==> src/rtl/aes192_rkey_store.sv <==
// Round-key store for the AES-192 datapath: captures RK0 from the cipher key
// plus the 12 expanded subkeys, then serves them through a registered random
// read port and an ascending/descending ready/valid stream.
module aes192_rkey_store #(
  parameter int NRK = 13,
  parameter int KW  = 128
) (
  input  logic          clk,
  input  logic          reset,
  input  logic          start,
  input  logic [191:0]  short_key,
  input  logic [KW-1:0] subkey,
  input  logic          valid_skey,
  output logic          keys_ready,
  input  logic [3:0]    rd_addr,
  output logic [KW-1:0] rd_data,
  input  logic          stream_start,
  input  logic          stream_dir,
  output logic          rk_valid,
  input  logic          rk_ready,
  output logic [KW-1:0] rk_data,
  output logic [3:0]    rk_idx,
  output logic          rk_last,
  output logic          ovf
);

  typedef enum logic [1:0] {EMPTY, CAPTURE, READY, STREAM} state_t;

  localparam logic [3:0] LAST_IDX = 4'(NRK - 1);

  state_t        state_q, state_d;
  logic [3:0]    cap_cnt_q, cap_cnt_d;
  logic [KW-1:0] mem_q [NRK];
  logic [KW-1:0] mem_d [NRK];
  logic          keys_ready_q, keys_ready_d;
  logic [KW-1:0] rd_data_q, rd_data_d;
  logic          rk_valid_q, rk_valid_d;
  logic [KW-1:0] rk_data_q, rk_data_d;
  logic [3:0]    rk_idx_q, rk_idx_d;
  logic          rk_last_q, rk_last_d;
  logic          ovf_q, ovf_d;
  logic          dir_q, dir_d;
  logic [3:0]    nxt_idx;

  // The low 64 key bits only feed the expander; RK0 is the upper 128 bits.
  logic unused_key_lo;
  assign unused_key_lo = ^short_key[63:0];

  // Next-state logic: load has top priority and aborts capture or stream.
  always_comb begin
    state_d      = state_q;
    cap_cnt_d    = cap_cnt_q;
    mem_d        = mem_q;
    keys_ready_d = keys_ready_q;
    rk_valid_d   = rk_valid_q;
    rk_data_d    = rk_data_q;
    rk_idx_d     = rk_idx_q;
    rk_last_d    = rk_last_q;
    ovf_d        = ovf_q;
    dir_d        = dir_q;
    nxt_idx      = rk_idx_q;
    rd_data_d    = '0;

    if (keys_ready_q && (rd_addr <= LAST_IDX)) begin
      rd_data_d = mem_q[rd_addr];
    end

    if (start) begin
      mem_d[0]     = short_key[191 -: KW];
      cap_cnt_d    = 4'd1;
      keys_ready_d = 1'b0;
      rk_valid_d   = 1'b0;
      rk_last_d    = 1'b0;
      ovf_d        = 1'b0;
      state_d      = CAPTURE;
    end else begin
      case (state_q)
        CAPTURE: begin
          if (valid_skey && (cap_cnt_q <= LAST_IDX)) begin
            mem_d[cap_cnt_q] = subkey;
            cap_cnt_d        = cap_cnt_q + 4'd1;
            if (cap_cnt_q == LAST_IDX) begin
              keys_ready_d = 1'b1;
              state_d      = READY;
            end
          end
        end
        READY: begin
          if (valid_skey) begin
            ovf_d = 1'b1;
          end
          if (stream_start) begin
            nxt_idx    = stream_dir ? LAST_IDX : 4'd0;
            dir_d      = stream_dir;
            rk_valid_d = 1'b1;
            rk_idx_d   = nxt_idx;
            rk_data_d  = mem_q[nxt_idx];
            rk_last_d  = 1'b0;
            state_d    = STREAM;
          end
        end
        STREAM: begin
          if (valid_skey) begin
            ovf_d = 1'b1;
          end
          if (rk_valid_q && rk_ready) begin
            if (rk_last_q) begin
              rk_valid_d = 1'b0;
              rk_last_d  = 1'b0;
              state_d    = READY;
            end else begin
              nxt_idx   = dir_q ? (rk_idx_q - 4'd1) : (rk_idx_q + 4'd1);
              rk_idx_d  = nxt_idx;
              rk_data_d = mem_q[nxt_idx];
              rk_last_d = dir_q ? (nxt_idx == 4'd0) : (nxt_idx == LAST_IDX);
            end
          end
        end
        default: ;
      endcase
    end
  end

  // State, key array and registered outputs; reset clears everything.
  always_ff @(posedge clk) begin
    if (reset) begin
      state_q      <= EMPTY;
      cap_cnt_q    <= '0;
      for (int i = 0; i < NRK; i++) begin
        mem_q[i] <= '0;
      end
      keys_ready_q <= 1'b0;
      rd_data_q    <= '0;
      rk_valid_q   <= 1'b0;
      rk_data_q    <= '0;
      rk_idx_q     <= '0;
      rk_last_q    <= 1'b0;
      ovf_q        <= 1'b0;
      dir_q        <= 1'b0;
    end else begin
      state_q      <= state_d;
      cap_cnt_q    <= cap_cnt_d;
      mem_q        <= mem_d;
      keys_ready_q <= keys_ready_d;
      rd_data_q    <= rd_data_d;
      rk_valid_q   <= rk_valid_d;
      rk_data_q    <= rk_data_d;
      rk_idx_q     <= rk_idx_d;
      rk_last_q    <= rk_last_d;
      ovf_q        <= ovf_d;
      dir_q        <= dir_d;
    end
  end

  assign keys_ready = keys_ready_q;
  assign rd_data    = rd_data_q;
  assign rk_valid   = rk_valid_q;
  assign rk_data    = rk_data_q;
  assign rk_idx     = rk_idx_q;
  assign rk_last    = rk_last_q;
  assign ovf        = ovf_q;

endmodule

==> config.mk <==
export PLATFORM = sky130hd
export DESIGN_NAME = aes192_rkey_store
export DESIGN_NICKNAME = d
export VERILOG_FILES = /design/src/rtl/aes192_rkey_store.sv
export SDC_FILE = /design/constraint.sdc
export NUM_CORES = 2
export LEC_CHECK = 0
export BUFFER_PORTS_ARGS = -buffer_cell sky130_fd_sc_hd__buf_4
export CAP_MARGIN = 10
export CORE_MARGIN = 4
export CORE_UTILIZATION = 46
export CTS_BUF_LIST = sky130_fd_sc_hd__clkbuf_4 sky130_fd_sc_hd__clkbuf_8
export DETAILED_ROUTE_END_ITERATION = 10
export GPL_TIMING_DRIVEN = 0
export HOLD_SLACK_MARGIN = 0.15
export SYNTH_ARGS = -nofsm -noshare
export SYNTH_HDL_FRONTEND = slang
export SYNTH_SLANG_ARGS = --single-unit
export TNS_END_PERCENT = 100
==> constraint.sdc <==
create_clock -name clk -period 6.3 [get_ports clk]
set_input_delay 1.26 -clock clk [delete_from_list [all_inputs] [get_ports clk]]
set_output_delay 1.26 -clock clk [all_outputs]
set_load 0.02 [all_outputs]
==> results.cfg <==
[sta]
fin_hold_ws_ns = 0.407
fin_crit_ns = 4.60
fmax_mhz = 217
hold_viol = 0
fin_crit_sh = 0.730
report.final.slew_viol_count = 0
tns_ns = 0
finClkSkew_ns = 0.0532
max-slew-margin-rel = 0.0531
worstMarginPinSlew_ns = 1.42
rsz0062_at_grt = no
finalSetupViolCount = 0

[worst_setup_path]
path_cells = fa_1 -> xnor2_1 -> buf_4 -> clkbuf_1 -> clkbuf_1 -> nand2_1 -> nand2_1 -> o21ai_0 -> a2111oi_0
timing.rr.start = rk_idx[0]$_SDFFE_PP0P_
critPathKind = flip-flop to flip-flop
critPathTopFamily = buffers and inverters
cpPeakStageDelay_ns = 0.93
end_kind = flip-flop
cp.required_ns = 7.27
startpoint_type = flip-flop
cp.depth = 9
path_max_fanout = 10
crit_start = rk_idx[0]$_SDFFE_PP0P_
cp.arrival_ns = 5.57
reg2reg_depth = 9
critical_path.slowest_cell = clkbuf_1
crit_buf_inv = 3

[routing]
drt-vias-per-instance = 6.27
wl_per_cell_um = 29.0
vias = 91600
drc = 0
routed_wirelength_mm = 424
antenna_left = 0
drtIter0Drc = 11700
drt_first_pass_iters = 8

[clock_network]
htreeDepth = 5
clock_sinks = 1935
postCtsHoldBufs = 0
post-cts-setup-buffers = 0
clkSlewWorstSetupHoldPaths_ns = 0.07
clk_latency_ns = 1.10
numCtsBuffers = 352
cts_resized = 0
cts_root_buffer = clkbuf_8
clk_path_buf_depth = 4
cts_tree = yes

[power]
p_sw_mw = 6.94
pwr-share-comb = 0.064
internal_power_mw = 20.3
p_sw_frac = 0.255
ir_drop_mv = 0.265
clockPowerShare = 0.479
p_per_area_nw_per_um2 = 247
p_leak_nw = 38.0
pwr-share-seq = 0.457

[floorplanning]
die_area_um2 = 213000
initial_core_util = 0.463
rows = 166
die_h_um = 462
core_area_um2 = 205000
die_w_um = 462
io_pins = 595

[yosys]
syn-num-nets = 11100
syn_area_um2 = 94800
yosysUniqueCellTypes = 46
ys_seq_area_frac = 0.409
synth_warnings = 0
ys_seq_elements = 1935
syn_inst = 10700
postSynthAreaPerCell_um2 = 8.84

[global_route]
grt_pass1_vias = 86700
grt_max_degree = 17
grt_pass1_wl_mm = 600
antenna_found_initial = 48
grt_usage = 0.385
overflow = 0

[place]
portBuffers = 523
dpl_cell_area_um2 = 103000
dpl.hpwl_mm = 313
globalplace.congestion = 0.975

[finish]
layout.nets = 12000
areaGrowthSynthToFinish_pct = 16.6
n_fill_cell = 19100
drive_above_1_share = 0.201
post-route-cell-area_um2 = 111000

[worst_hold_path]
holdCritStartpoint = short_key[189]
whs_path_depth = 3
hp-class = input port to flip-flop

[status]
status = complete, no violations

[flow_run]
max_cap_violations = 0
-- power groups by stage --
| stage | Combinational [mW] | Clock [mW] | Sequential (mW) |
|---|---|---|---|
| floorplan | 0.912 | 0 | 12.6 |
| global placement | 1.66 | 0 | 12.7 |
| detailed placement | 1.70 | 0 | 12.7 |
| CTS | 1.71 | 13.1 | 12.5 |
| global route | 1.81 | 13.6 | 12.5 |
| finish | 1.75 | 13.1 | 12.5 |
-- cell usage after synthesis, drive strengths merged --
library cell  number  area, um2
o211a              1       10.0
nand3b             2       15.0
o21ai            261       1310
nor2             317       1190
a211oi           128        961
nand2b             6       45.0
a31oi              1       6.26
ha                 7       87.6
nand4              5       31.3
a222oi            35        350
clkbuf           708       2660
o221a             93       1050
nor3               6       40.0
a32oi              1       8.76
inv               98        368
or3                6       42.5
buf              430       2290
mux4             768      17300
and3               3       18.8
fa                 1       20.0
mux2i            257       2570
nor3b              1       7.51
nand2           3473      13000
xor2               2       17.5
nand3              2       10.0
and2             130        813
xnor2              6       52.6
or2                3       18.8
a2111oi          256       2270
a221oi           128       1120
a21o               2       15.0
nor2b              8       50.1
o211ai             3       22.5
a21oi           1642       8220
dfxtp           1935      38700
-- layout by cell type, fill, tap and decap left out, types with 89 or more instances in the layout --
cell       synthesis  layout
inv_1             98      98
nor2_1           316     316
mux2i_1          257     257
dfxtp_1         1935    1935
nand2_1         3473    3473
and2_1           130     130
a221oi_1         128     128
clkbuf_8           0     463
mux4_2           768     768
o21ai_0          260     260
clkbuf_4           0      89
a21oi_1         1641    1640
clkbuf_1         708     668
buf_4             59     583
a2111oi_0        232     232
a211oi_1         128     128
buf_2            318     319
-- sequential cells by signal, indices dropped and copies added, names as in the netlist --
register and cells:
state_q 2, dir_q 1, rk_idx 4, ovf 1
cap_cnt_q 4, rk_data 128, rk_valid 1, mem_q 1664
keys_ready 1, rd_data 128, rk_last 1
-- worst min-delay path, delay by kind of cell --
kind                   cells  cell delay (ns)
and+or+nand+nor            1             0.08
buffers and inverters      1             0.08
AOI/OAI and AO/OA          1             0.05
-- final timing paths --
path	slack [ns]	to
worst min-delay path	0.41	mem_q[1661]$_SDFFE_PP0P_
worst min register to register	0.47	mem_q[1280]$_SDFFE_PP0P_
worst max-delay path	1.70	rk_data[118]$_SDFFE_PP0P_
worst max register to register	1.70	rk_data[118]$_SDFFE_PP0P_
-- logic make-up (layout without fill, tap and decap cells) --
group	count (synthesis)	in the layout	share of synthesized area
AND/OR/NAND/NOR	3962	3962	0.162
flip-flops	1935	1935	0.409
buffers and inverters	1236	2390	0.0561
AO/OA/AOI/OAI	2551	2551	0.162
adder cells (fa/ha/maj)	8	8	0.00114
other	0	40	0
multiplexers	1025	1025	0.210
XOR/XNOR	8	8	0.000739
-- metrics by stage --
step,power (mW),instances,setup WS [ns],util
3_5_place_dp,14.4,14000,0.889,0.502
5_1_grt,27.9,14600,1.64,0.539
6_report,27.3,14600,1.70,0.540
2_1_floorplan,13.5,10700,3.37,-
4_1_cts,27.2,14600,1.94,0.539
3_3_place_gp,14.4,13900,-1.67,0.498
-- area by class of cell --
type / count / area (um2) / share of cell area
plain buffers: 1138 / 5000 / 0.0453
flip-flops and latches: 1935 / 38700 / 0.351
well taps: 2688 / 3360 / 0.0304
repair buffers: 559 / 4700 / 0.0425
multi-input cells: 7554 / 50700 / 0.459
inverters: 98 / 368 / 0.00333
clock inverters: 43 / 477 / 0.00431
clock buffers: 552 / 7040 / 0.0637
diodes: 40 / 100 / 0.000906
-- routing by layer --
layer | track usage | routed length (um) | up-vias
met4 | 0.245 | 30000 | 26
met5 | 0 | 167 | -
met2 | 0.575 | 185000 | 5924
met1 | 0.491 | 160000 | 44700
li1 | - | - | 39700
met3 | 0.107 | 49300 | 1255
Power figures use the tool's default switching activity.
